$ cat src/rtl/z_core_pkg.sv
// Shared definitions for the Z-Core load/store unit: funct3 width codes, FSM states
// and the funct3 legality / alignment rules.
package z_core_pkg;

    localparam logic [2:0] F3_B  = 3'd0;
    localparam logic [2:0] F3_H  = 3'd1;
    localparam logic [2:0] F3_W  = 3'd2;
    localparam logic [2:0] F3_D  = 3'd3;
    localparam logic [2:0] F3_BU = 3'd4;
    localparam logic [2:0] F3_HU = 3'd5;
    localparam logic [2:0] F3_WU = 3'd6;

    typedef enum logic [1:0] {
        IDLE = 2'd0,
        BUS  = 2'd1,
        RESP = 2'd2
    } lsu_state_t;

    // Doubleword accesses and LWU only exist on the 64-bit core.
    function automatic logic f3_legal(input logic we, input logic [2:0] f3, input logic is64);
        logic ok;
        if (we) begin
            ok = is64 ? (f3 <= F3_D) : (f3 <= F3_W);
        end else begin
            case (f3)
                F3_B, F3_H, F3_W, F3_BU, F3_HU: ok = 1'b1;
                F3_D, F3_WU:                    ok = is64;
                default:                        ok = 1'b0;
            endcase
        end
        return ok;
    endfunction

    function automatic logic f3_misaligned(input logic [2:0] f3, input logic [2:0] addr_lo);
        logic mis;
        case (f3[1:0])
            2'd1:    mis = addr_lo[0];
            2'd2:    mis = |addr_lo[1:0];
            2'd3:    mis = |addr_lo;
            default: mis = 1'b0;
        endcase
        return mis;
    endfunction

endpackage

$ cat src/rtl/z_core_lsu_align.sv
// Combinational lane logic: byte enables and replicated store data for writes,
// lane select plus sign/zero extension for reads.
module z_core_lsu_align
    import z_core_pkg::*;
#(
    parameter int XLEN  = 32,
    parameter int OFF_W = $clog2(XLEN / 8)
) (
    input  logic [2:0]        funct3,
    input  logic [OFF_W-1:0]  offset,
    input  logic [XLEN-1:0]   store_data,
    input  logic [XLEN-1:0]   load_word,
    output logic [XLEN/8-1:0] byte_en,
    output logic [XLEN-1:0]   store_lanes,
    output logic [XLEN-1:0]   load_data
);
    localparam int NB = XLEN / 8;

    logic [1:0]    size;
    logic [7:0]    size_mask;
    logic [15:0]   be_wide;
    logic [XLEN-1:0] shifted;

    assign size = funct3[1:0];

    // Each lane repeats the byte of the access that lands on it, so any aligned offset sees its data.
    genvar gi;
    generate
        for (gi = 0; gi < NB; gi++) begin : g_lane
            assign store_lanes[8*gi +: 8] =
                (size == 2'd0) ? store_data[7:0] :
                (size == 2'd1) ? store_data[8*(gi % 2) +: 8] :
                (size == 2'd2) ? store_data[8*(gi % 4) +: 8] :
                                 store_data[8*(gi % 8) +: 8];
        end
    endgenerate

    always_comb begin
        size_mask = 8'h01;
        case (size)
            2'd0:    size_mask = 8'h01;
            2'd1:    size_mask = 8'h03;
            2'd2:    size_mask = 8'h0F;
            default: size_mask = 8'hFF;
        endcase
    end

    assign be_wide = {8'h00, size_mask} << offset;
    assign byte_en = be_wide[NB-1:0];

    assign shifted = load_word >> {offset, 3'b000};

    always_comb begin
        load_data = shifted;
        case (funct3)
            F3_B:    load_data = XLEN'($signed(shifted[7:0]));
            F3_H:    load_data = XLEN'($signed(shifted[15:0]));
            F3_W:    load_data = XLEN'($signed(shifted[31:0]));
            F3_BU:   load_data = XLEN'(shifted[7:0]);
            F3_HU:   load_data = XLEN'(shifted[15:0]);
            F3_WU:   load_data = XLEN'(shifted[31:0]);
            default: load_data = shifted;
        endcase
    end

endmodule

$ cat src/rtl/z_core_lsu.sv
// Z-Core load/store unit: accepts one request at a time, runs it over a stallable
// memory bus with timeout, and returns a single-cycle response.
module z_core_lsu
    import z_core_pkg::*;
#(
    parameter int XLEN    = 32,
    parameter int ADDR_W  = 32,
    parameter int TIMEOUT = 255
) (
    input  logic              clk,
    input  logic              reset,
    input  logic              req_valid,
    output logic              req_ready,
    input  logic              req_we,
    input  logic [2:0]        req_funct3,
    input  logic [ADDR_W-1:0] req_addr,
    input  logic [XLEN-1:0]   req_wdata,
    output logic              rsp_valid,
    output logic [XLEN-1:0]   rsp_rdata,
    output logic              rsp_misalign,
    output logic              rsp_fault,
    output logic              mem_req,
    output logic              mem_write_en,
    output logic [ADDR_W-1:0] mem_addr,
    output logic [XLEN-1:0]   mem_data_out,
    output logic [XLEN/8-1:0] mem_byte_en,
    input  logic [XLEN-1:0]   mem_data_in,
    input  logic              mem_ready
);
    localparam int NB    = XLEN / 8;
    localparam int OFF_W = $clog2(NB);
    localparam int CNT_W = (TIMEOUT > 0) ? $clog2(TIMEOUT + 1) : 1;
    localparam logic [CNT_W-1:0] TO_LAST = CNT_W'((TIMEOUT > 0) ? TIMEOUT - 1 : 0);

    lsu_state_t        state_reg, state_next;
    logic              we_reg;
    logic [2:0]        funct3_reg;
    logic [ADDR_W-1:0] addr_reg;
    logic [XLEN-1:0]   wdata_reg;
    logic [XLEN-1:0]   rdata_reg;
    logic              misalign_reg;
    logic              fault_reg;
    logic [CNT_W-1:0]  count_reg;

    logic              accept, illegal, misaligned, timeout_hit, in_bus, in_resp;
    logic [NB-1:0]     byte_en;
    logic [XLEN-1:0]   store_lanes, load_data;

    assign accept      = req_valid && (state_reg == IDLE);
    assign illegal     = !f3_legal(req_we, req_funct3, XLEN == 64);
    assign misaligned  = f3_misaligned(req_funct3, req_addr[2:0]);
    assign timeout_hit = (TIMEOUT != 0) && (count_reg == TO_LAST);
    assign in_bus      = (state_reg == BUS);
    assign in_resp     = (state_reg == RESP);

    z_core_lsu_align #(.XLEN(XLEN), .OFF_W(OFF_W)) u_align (
        .funct3      (funct3_reg),
        .offset      (addr_reg[OFF_W-1:0]),
        .store_data  (wdata_reg),
        .load_word   (mem_data_in),
        .byte_en     (byte_en),
        .store_lanes (store_lanes),
        .load_data   (load_data)
    );

    always_comb begin
        state_next = state_reg;
        case (state_reg)
            IDLE: if (accept) state_next = (illegal || misaligned) ? RESP : BUS;
            BUS:  if (mem_ready || timeout_hit) state_next = RESP;
            RESP: state_next = IDLE;
            default: state_next = IDLE;
        endcase
    end

    always_ff @(posedge clk or posedge reset) begin
        if (reset) begin
            state_reg    <= IDLE;
            we_reg       <= 1'b0;
            funct3_reg   <= 3'd0;
            addr_reg     <= '0;
            wdata_reg    <= '0;
            rdata_reg    <= '0;
            misalign_reg <= 1'b0;
            fault_reg    <= 1'b0;
            count_reg    <= '0;
        end else begin
            state_reg <= state_next;
            case (state_reg)
                IDLE: begin
                    count_reg <= '0;
                    if (accept) begin
                        we_reg       <= req_we;
                        funct3_reg   <= req_funct3;
                        addr_reg     <= req_addr;
                        wdata_reg    <= req_wdata;
                        rdata_reg    <= '0;
                        fault_reg    <= illegal;
                        misalign_reg <= !illegal && misaligned;
                    end
                end
                BUS: begin
                    if (mem_ready) begin
                        rdata_reg <= we_reg ? '0 : load_data;
                        count_reg <= '0;
                    end else if (timeout_hit) begin
                        fault_reg <= 1'b1;
                        count_reg <= '0;
                    end else begin
                        count_reg <= count_reg + CNT_W'(1);
                    end
                end
                default: begin
                    rdata_reg    <= '0;
                    misalign_reg <= 1'b0;
                    fault_reg    <= 1'b0;
                end
            endcase
        end
    end

    // Bus and response outputs are gated by state so they read zero whenever idle.
    assign req_ready    = (state_reg == IDLE);
    assign mem_req      = in_bus;
    assign mem_write_en = in_bus && we_reg;
    assign mem_addr     = in_bus ? {addr_reg[ADDR_W-1:OFF_W], {OFF_W{1'b0}}} : '0;
    assign mem_data_out = in_bus ? store_lanes : '0;
    assign mem_byte_en  = in_bus ? byte_en : '0;
    assign rsp_valid    = in_resp;
    assign rsp_rdata    = in_resp ? rdata_reg : '0;
    assign rsp_misalign = in_resp && misalign_reg;
    assign rsp_fault    = in_resp && fault_reg;

endmodule

$ cat config.mk
export PLATFORM = sky130hd
export DESIGN_NAME = z_core_lsu
export DESIGN_NICKNAME = d
export VERILOG_FILES = /design/src/rtl/z_core_pkg.sv /design/src/rtl/z_core_lsu_align.sv /design/src/rtl/z_core_lsu.sv
export SDC_FILE = /design/constraint.sdc
export NUM_CORES = 1
export LEC_CHECK = 0
export BUFFER_PORTS_ARGS = -buffer_cell sky130_fd_sc_hd__buf_2
export CAP_MARGIN = 20
export CORE_MARGIN = 2
export CORE_UTILIZATION = 52
export DETAILED_ROUTE_END_ITERATION = 8
export PLACE_DENSITY = 0.88
export REMOVE_ABC_BUFFERS = 1
export SLEW_MARGIN = 40
export SYNTH_ARGS = -nofsm -noshare
export SYNTH_HDL_FRONTEND = slang
export SYNTH_HIERARCHICAL = 1
export SYNTH_SLANG_ARGS = --single-unit
$ cat constraint.sdc
create_clock -name clk -period 3.6 [get_ports clk]
set_input_delay 0.36 -clock clk [delete_from_list [all_inputs] [get_ports clk]]
set_output_delay 0.36 -clock clk [all_outputs]
set_load 0.005 [all_outputs]
==> flow_metrics.env, run 1 <==
export IMPL_finalMaxSlewViolations=0
export IMPL_hold_path_class="input port to async pin"
export IMPL_dpl_cell_count=993
export IMPL_drc=0
export IMPL_period_needed_ns=2.619
export IMPL_worstPathArrival_ns=2.26
export IMPL_vdd_ir_drop_worst_mv=0.3380
export IMPL_synth_avg_cell_area_um2=9.934
export IMPL_layout_cells_non_filler=1010
export IMPL_wire_per_inst_um=15.91
export IMPL_endpoint_kind="output port"
export IMPL_cts_root_buf="clkbuf_16"
export IMPL_fmax_mhz=381.8
export IMPL_worst_path_max_delay_cell="dfrtp_1"
export IMPL_rr_worst_depth=5
export IMPL_core_area_mm2=0.01247
export IMPL_p_leak_uw=0.003810
export IMPL_status="finished, final reports clean"
export IMPL_fp_dieW_um=116.4
export IMPL_ys_seq_area_frac=0.4268
export IMPL_routabilityCongestion=0.8694
export IMPL_layout_drive_gt1_share=0.4103
export IMPL_tns_ns=0
export IMPL_ant_nets=0
export IMPL_crit_end="mem_data_out[15]"
export IMPL_p_per_area_mw_per_mm2=537.0
export IMPL_synth_area_top_cells="dfrtp_1 (43%), mux2_2 (15%), and2_1 (9.7%)"
export IMPL_first_iter_violations=411
export IMPL_clockBufferDepth=2
export IMPL_cts_clk_slew_worst_paths_ns=0.07
export IMPL_synthCells=661
export IMPL_htreeDepth=3
export IMPL_ys_seq_elements=112
export IMPL_cap_violations=0
export IMPL_syn_to_final_growth_pct=19.66
export IMPL_vias=5349
export IMPL_first_pass_iters=5
export IMPL_rsz0062_at_grt="no"
export IMPL_ys_warn_count=6
export IMPL_synthArstFlopShare=1.000
export IMPL_antenna_found_initial=1
export IMPL_cts_tree="done"
export IMPL_crit_chain="or2_2 -> mux2_2 -> and2_1 -> buf_2"
export IMPL_grt_max_degree=65
export IMPL_dieHeight_um=116.4
export IMPL_start_util=0.5267
export IMPL_grt_ovfl_total=0
export IMPL_clock_sinks=112
export IMPL_final_nets=938
export IMPL_relSlewSlack=0.4488
export IMPL_die_area_mm2=0.01354
export IMPL_r2r_end="rdata_reg[31]"
export IMPL_skew_ns=0.004913
export IMPL_startpoint="funct3_reg[0]"
export IMPL_fin_crit_sh=0.7276
export IMPL_crit_fanout=15
export IMPL_ios=210
export IMPL_ys_flop_type="dfrtp_1"
export IMPL_hold_buffers=0
export IMPL_synth_top_area_cell="dfrtp_1"
export IMPL_routed_wl_mm=16.07
export IMPL_criticalPathCategory="flop to output port"
export IMPL_port_buffers=207
export IMPL_r2r_start="funct3_reg[0]"
export IMPL_cpPeakStageDelay_ns=0.80
export IMPL_reg2reg_setup_slack_ns=1.36
export IMPL_grt_pass1_wl_mm=25.33
export IMPL_cts_buffers=9
export IMPL_required_ns=3.24
export IMPL_cts_resized=0
export IMPL_worst_pin_slew_ns=0.8250
export IMPL_start_kind="flop"
export IMPL_yosys_area_top_type_share=0.4268
export IMPL_clock_latency_ns=0.35
export IMPL_grt_pass1_vias=5185
export IMPL_fp_row_count=41
export IMPL_hpwl_mm=11.63
export IMPL_synth_edf_count=0
export IMPL_post_cts_buffers=0
export IMPL_viasPerCell=5.296
export IMPL_hold_viol_final=0
export IMPL_ys_types=48
export IMPL_setup_viol=0
export IMPL_netlist_area_mm2=0.006566
export IMPL_track_usage=0.2410
==> report_power, final <==
| group | switching [µW] | total (µW) | internal, µW |
|---|---|---|---|
| combinational | 714 | 1470 | 752 |
| clock | 446 | 983 | 537 |
| sequential | 239 | 1770 | 1530 |
==> synth_stat cells (2+ instances only) <==
library cell,number
or3_1,2
a21oi_1,23
buf_4,21
ha_1,2
nor4_1,2
nand4_1,2
and2_1,102
nand3_1,6
clkbuf_1,18
buf_6,4
mux2_4,10
nor2_1,10
o211ai_1,16
nor3_1,3
buf_1,2
buf_8,2
dfrtp_1,112
buf_2,10
nor2b_1,7
o21a_1,3
or2_2,8
o21ai_1,5
o21ai_0,53
inv_1,7
mux2_2,85
nand2b_1,2
mux2i_1,22
nand2_1,102
==> worst max-delay path, delay by kind of cell (launching register included) <==
kind	cells	cell delay, ns
buffers and inverters	1	0.12
DFF	1	0.80
muxes	1	0.39
and+or+nand+nor	2	0.60
==> through the flow <==
step	hold slack [ns]	cell area (µm²)	utilization	power [µW]	setup slack [ns]
2_1_floorplan	0.4418	6212	-	2761	0.2810
3_3_place_gp	0.4527	7541	0.6049	3193	1.386
3_5_place_dp	0.4619	7561	0.6065	3246	1.376
4_1_cts	0.1629	7841	0.6290	4243	0.9819
5_1_grt	0.1128	7855	0.6301	4481	0.8691
6_report	0.05755	7858	0.6303	4220	0.9808
==> metal layers <==
metal,vias to the layer above,share of wire,global-route usage
li1,2577,-,-
met1,2516,0.42,0.3038
met4,0,0.023,0.09683
met2,231,0.48,0.4023
met5,-,0,0
met3,25,0.079,0.05605
==> how the worst min path moves through the flow <==
stage                     to  slack, ns     startpoint  depth (start not counted)
2_1_floorplan  rdata_reg[10]       0.44  rdata_reg[10]                          2
3_3_place_gp    rdata_reg[6]       0.45   rdata_reg[6]                          2
3_5_place_dp   rdata_reg[16]       0.46  rdata_reg[16]                          2
4_1_cts          addr_reg[8]       0.16          reset                          2
5_1_grt          addr_reg[8]       0.11          reset                          2
6_report         addr_reg[8]       0.06          reset                          2
==> kinds of logic (layout without fill, tap and decap cells) <==
group,after synthesis,count (layout),share of synthesized area
multiplexers,118,118,0.2043
other,1,4,0.0005711
AO/OA/AOI/OAI,109,109,0.1027
buffers and inverters,64,238,0.05850
flip-flops,112,112,0.4268
adder cells (fa/ha/maj),2,2,0.003810
XOR/XNOR,1,1,0.001334
AND/OR/NAND/NOR,254,254,0.2020
==> final cells by class <==
class	instances	area, µm²
antenna	2	5.005
clock buffer	12	236.5
clock inverter	3	43.79
fill	1048	4608
inverter	7	31.28
multi-input combinational	486	3395
sequential	112	2803
tap	172	215.2
timing repair buffer	216	1129
==> placed cells by master (no fill, tap or decap), types with 9 or more instances in the layout <==
cell type / n
buf_2: 207
dfrtp_1: 112
nand2_1: 102
and2_1: 102
mux2_2: 85
o21ai_0: 53
a21oi_1: 23
mux2i_1: 22
o211ai_1: 16
mux2_4: 10
nor2_1: 10
clkbuf_16: 9
Power figures use the tool's default switching activity.
==> run 2: changes to the inputs <==
- clock period: 3.6 -> 2.6 ns (I/O delays scaled with it)
==> flow_metrics.env, run 2 (synthesis gave the netlist of run 1 again) <==
export IMPL_die_area_mm2=0.01354
export IMPL_wire_per_inst_um=16.51
export IMPL_status="finished, final reports clean"
export IMPL_finalMaxSlewViolations=0
export IMPL_skew_ns=0.01002
export IMPL_core_area_mm2=0.01247
export IMPL_drc=0
export IMPL_finalInstanceArea_mm2=0.007909
export IMPL_ant_nets=0
export IMPL_start_kind="flop"
export IMPL_track_usage=0.2491
export IMPL_layout_drive_gt1_share=0.4140
export IMPL_tns_ns=0
export IMPL_rsz0062_at_grt="no"
export IMPL_grt_ovfl_total=0
export IMPL_start_util=0.5267
export IMPL_fin_total_pwr_uw=5899
export IMPL_relSlewSlack=0.5369
export IMPL_worst_pin_slew_ns=0.6946
export IMPL_criticalPathCategory="flop to output port"
export IMPL_syn_to_final_growth_pct=20.45
export IMPL_grt_pass1_wl_mm=26.28
export IMPL_vias=5476
export IMPL_routed_wl_mm=16.76
export IMPL_cts_tree="done"
export IMPL_p_per_area_mw_per_mm2=745.9
export IMPL_fin_crit_sh=0.8892
export IMPL_dieHeight_um=116.4
export IMPL_hold_viol_final=0
export IMPL_layout_common_cells="buf_2 (207), dfrtp_1 (112), nand2_1 (102), and2_1 (102), mux2_2 (85)"
export IMPL_cts_buffers=9
export IMPL_clock_latency_ns=0.36
export IMPL_post_place_ws_ns=0.6088
export IMPL_final_common_cell="buf_2"
export IMPL_fp_dieW_um=116.4
export IMPL_fin_ws_ns=0.2880
export IMPL_cts_clk_slew_worst_paths_ns=0.07
export IMPL_worstPathArrival_ns=2.05
export IMPL_hpwl_mm=12.17
export IMPL_fmax_mhz=432.5
export IMPL_antenna_cells=0
export IMPL_endpoint_kind="output port"
export IMPL_cts_root_buf="clkbuf_16"
export IMPL_htreeDepth=3
export IMPL_final_nets=945
export IMPL_required_ns=2.34
export IMPL_placed_area_mm2=0.007619
export IMPL_first_pass_iters=5
export IMPL_antenna_found_initial=0
export IMPL_vdd_ir_drop_worst_mv=0.6315
export IMPL_cap_violations=0
export IMPL_utilization=0.6344
export IMPL_viasPerCell=5.395
export IMPL_clockBufferDepth=2
export IMPL_routabilityCongestion=0.8588
export IMPL_setup_viol=0
export IMPL_port_buffers=207
export IMPL_period_needed_ns=2.312
export IMPL_crit_fanout=11
export IMPL_fp_row_count=41
export IMPL_first_iter_violations=387
export IMPL_p_leak_uw=0.003846
export IMPL_hold_path_class="input port to flop"
export IMPL_ios=210
export IMPL_grt_max_degree=65
export IMPL_clock_sinks=112
export IMPL_grt_pass1_vias=5391
-- run 2: cell types whose count changed in the layout (fill, tap and decap cells not counted), sizes merged --
cell,change
diode,-2
buf,+6
dlygate4sd3,+1
-- run 2: through the flow --
| stage | std cells | hold WS [ns] |
|---|---|---|
| floorplan | 605 | 0.4081 |
| global placement | 999 | 0.3154 |
| detailed placement | 999 | 0.3162 |
| CTS | 1015 | 0.1208 |
| global route | 1015 | 0.1248 |
| finish | 1015 | 0.1287 |
-- run 2: final cells by class --
cell class | instances | area (µm²)
multi-input cells | 486 | 3386
well taps | 172 | 215.2
inverters | 7 | 28.78
clock inverters | 3 | 43.79
repair buffers | 223 | 1196
fillers | 1028 | 4557
clock buffers | 12 | 236.5
flip-flops and latches | 112 | 2803
-- run 2: layer usage --
| layer | up-vias | global-route usage | part of all wire |
|---|---|---|---|
| met4 | 0 | 0.09841 | 0.026 |
| met3 | 31 | 0.06487 | 0.082 |
| met5 | - | 0 | 0 |
| met2 | 235 | 0.4182 | 0.48 |
| li1 | 2581 | - | - |
| met1 | 2629 | 0.3083 | 0.41 |
-- run 2: path summary, 6_finish.rpt --
kind | start | to | slack, ns | depth (start not counted)
setup / recovery | funct3_reg[0] | mem_data_out[15] | 0.29 | 4
max in group asynchronous | reset | wdata_reg[20] | 1.37 | 4
hold reg to reg | rdata_reg[10] | rdata_reg[10] | 0.47 | 2
min in group asynchronous | reset | addr_reg[22] | 0.51 | 3
setup reg to reg | addr_reg[0] | rdata_reg[24] | 0.58 | 5
hold / removal | req_addr[8] | addr_reg[8] | 0.13 | 2
-- run 2: where the power goes --
| group | switching [µW] | internal (µW) |
|---|---|---|
| clock | 617 | 744 |
| combinational | 1030 | 1070 |
| sequential | 317 | 2120 |
| total | 1970 | 3930 |
-- run 2: timing repair --
item / 4_1_cts / 5_1_grt
endpoints found under the setup margin: 0 / 0
hold buffers: 1 / 0
endpoints found under the hold margin: 35 / 0
buffers inserted: 0 / 0
gates resized for setup: 0 / 0
-- run 2: critical path, cell delays in order (launching register included) --
cell and delay [ns]:
dfrtp_1 0.59, or2_2 0.42, mux2_2 0.40, and2_1 0.15, buf_2 0.13
==> run 3: changes to the inputs <==
- ABC_AREA: not set -> 1
==> flow_metrics.env, run 3 <==
export IMPL_status="complete, but fails checks"
export IMPL_violations="hold timing"
export IMPL_cts_tree="done"
export IMPL_synth_xor_area_share=0.003982
export IMPL_period_needed_ns=2.271
export IMPL_relSlewSlack=0.5657
export IMPL_r2r_start="funct3_reg[1]"
export IMPL_p_per_area_mw_per_mm2=999.1
export IMPL_clock_sinks=112
export IMPL_layout_cells_non_filler=1278
export IMPL_synth_most_common_cell="nand2_1"
export IMPL_clockBufferDepth=2
export IMPL_wl_met2_mm=8.181
export IMPL_drc=0
export IMPL_whs_ns=-0.01136
export IMPL_met3_length_mm=1.402
export IMPL_synth_avg_cell_area_um2=7.080
export IMPL_worstPathArrival_ns=2.01
export IMPL_grt_pass1_vias=5817
export IMPL_start_kind="flop"
export IMPL_synth_top_family_by_area="simple AND/OR/NAND/NOR gates"
export IMPL_first_iter_violations=751
export IMPL_hold_path_class="input port to async pin"
export IMPL_start_util=0.5272
export IMPL_cts_root_buf="clkbuf_16"
export IMPL_ys_warn_count=6
export IMPL_synthCells=932
export IMPL_ys_types=34
export IMPL_synthSimpleGateAreaFrac=0.3288
export IMPL_syn_to_final_growth_pct=19.25
export IMPL_post_cts_buffers=0
export IMPL_ant_nets=0
export IMPL_wire_per_inst_um=13.35
export IMPL_skew_ns=0.008298
export IMPL_synth_adder_area_share=0.003792
export IMPL_ys_flop_type="dfrtp_1"
export IMPL_routed_wl_mm=17.06
export IMPL_cts_resized=0
export IMPL_layout_common_cells="nand2_1 (285), buf_2 (207), inv_1 (122)"
export IMPL_fmax_mhz=440.4
export IMPL_grt_pass1_wl_mm=27.28
export IMPL_fp_row_count=41
export IMPL_routabilityCongestion=0.8430
export IMPL_worst_pin_slew_ns=0.6505
export IMPL_first_pass_iters=5
export IMPL_synth_top_area_cell="dfrtp_1"
export IMPL_ys_seq_elements=112
export IMPL_grt_max_degree=72
export IMPL_htreeDepth=3
export IMPL_layout_drive_gt1_share=0.2462
export IMPL_rr_worst_depth=7
export IMPL_criticalPathCategory="flop to output port"
export IMPL_rsz0062_at_grt="no"
export IMPL_hold_buffers=0
export IMPL_crit_fanout=9
export IMPL_synth_common_cells="nand2_1 (285), inv_1 (123), nor2_1 (120)"
export IMPL_ys_seq_area_frac=0.4247
export IMPL_finalInstanceArea_mm2=0.007869
export IMPL_final_nets=1206
export IMPL_required_ns=2.34
export IMPL_vias=6445
export IMPL_netlist_area_mm2=0.006599
export IMPL_placed_area_mm2=0.007556
export IMPL_synthArstFlopShare=1.000
export IMPL_synth_area_top_cells="dfrtp_1 (42%), nand2_1 (16%), inv_1 (7.0%)"
export IMPL_track_usage=0.2540
export IMPL_dieHeight_um=116.7
export IMPL_port_buffers=207
export IMPL_cap_violations=0
export IMPL_dpl_cell_count=1261
export IMPL_hpwl_mm=11.97
export IMPL_finalMaxSlewViolations=0
export IMPL_reg2reg_setup_slack_ns=0.53
export IMPL_synth_compound_area_frac=0.09841
export IMPL_r2r_end="rdata_reg[24]"
export IMPL_hold_viol_final=26
export IMPL_die_area_mm2=0.01361
export IMPL_synth_edf_count=0
export IMPL_met1_length_mm=7.123
export IMPL_fp_dieW_um=116.7
export IMPL_utilization=0.6286
export IMPL_cts_buffers=9
export IMPL_synthMuxAreaShare=0
export IMPL_ios=210
export IMPL_routed_top_layer="met4"
export IMPL_cts_clk_slew_worst_paths_ns=0.08
export IMPL_core_area_mm2=0.01252
export IMPL_clock_latency_ns=0.36
export IMPL_vdd_ir_drop_worst_mv=0.5995
export IMPL_yosys_area_top_type_share=0.4247
export IMPL_endpoint_kind="output port"
export IMPL_p_leak_uw=0.004438
export IMPL_grt_ovfl_total=0
export IMPL_antenna_found_initial=1
export IMPL_fin_crit_sh=0.8734
export IMPL_setup_viol=0
export IMPL_final_common_cell="nand2_1"
export IMPL_viasPerCell=5.043
[run 3: changes by cell type after synthesis, moves of 9 or more]
| cell | before | now |
|---|---|---|
| and2_1 | 102 | 1 |
| buf_2 | 10 | 27 |
| buf_6 | 4 | 13 |
| clkbuf_1 | 18 | 7 |
| inv_1 | 7 | 123 |
| mux2_2 | 85 | 0 |
| mux2_4 | 10 | 0 |
| mux2i_1 | 22 | 0 |
| nand2_1 | 102 | 285 |
| nand3_1 | 6 | 65 |
| nand3_2 | 0 | 12 |
| nor2_1 | 10 | 120 |
| o21ai_0 | 53 | 43 |
| o21ai_1 | 5 | 37 |
[run 3: final cells by class]
| cell class | instances | area, µm² |
|---|---|---|
| clock inverter | 7 | 85.08 |
| timing repair buffer | 219 | 1164 |
| tap | 172 | 215.2 |
| multi-input combinational | 627 | 2878 |
| clock buffer | 9 | 225.2 |
| antenna | 1 | 2.502 |
| fill | 1128 | 4648 |
| sequential | 112 | 2803 |
| inverter | 131 | 496.7 |
[run 3: report_power, final]
group          switching (µW)  internal [µW]  total, µW  leakage, µW
combinational            2400           1230       3630      0.00285
clock                     697            769       1470     0.000147
sequential                424           2340       2770      0.00145
total                    3530           4340       7860      0.00444
[run 3: how the worst max path moves through the flow]
stage | start | slack [ns] | end
6_report | funct3_reg[1] | 0.33 | mem_data_out[26]
2_1_floorplan | reset | -0.62 | addr_reg[0]
3_3_place_gp | funct3_reg[1] | 0.68 | rdata_reg[16]
5_1_grt | funct3_reg[1] | 0.15 | mem_data_out[25]
3_5_place_dp | funct3_reg[1] | 0.60 | rdata_reg[24]
4_1_cts | funct3_reg[1] | 0.33 | mem_data_out[26]
[run 3: critical path, cell delays in order, from the launching register on]
cell and delay [ns]:
dfrtp_1 0.49, nor2_1 0.49, buf_4 0.24, nand2_1 0.07, nand3_1 0.09, inv_1 0.04
nor2_1 0.12, buf_2 0.13
[run 3: per-stage QoR]
| stage | setup slack, ns | TNS, ns | power, µW | hold WS (ns) |
|---|---|---|---|---|
| 2_1_floorplan | -0.6190 | -69.33 | 5198 | 0.3766 |
| 3_3_place_gp | 0.6834 | 0 | 6270 | 0.3846 |
| 3_5_place_dp | 0.6040 | 0 | 6386 | 0.3877 |
| 4_1_cts | 0.3340 | 0 | 7878 | 0.005809 |
| 5_1_grt | 0.1487 | 0 | 8553 | 0.04431 |
| 6_report | 0.3292 | 0 | 7862 | -0.01136 |
[run 3: routing by layer]
| layer | up-vias | track usage |
|---|---|---|
| met5 | - | 0 |
| met2 | 279 | 0.4287 |
| met1 | 2943 | 0.3264 |
| met4 | 0 | 0.07843 |
| li1 | 3192 | - |
| met3 | 31 | 0.05968 |
[run 3: cell families (layout without fill, tap and decap cells)]
family,after synthesis,count (layout)
simple gates,502,502
buf+inv,194,366
compound gates,118,118
flops,112,112
xor+xnor,3,3
fa+ha+maj,2,2
other cells,1,3
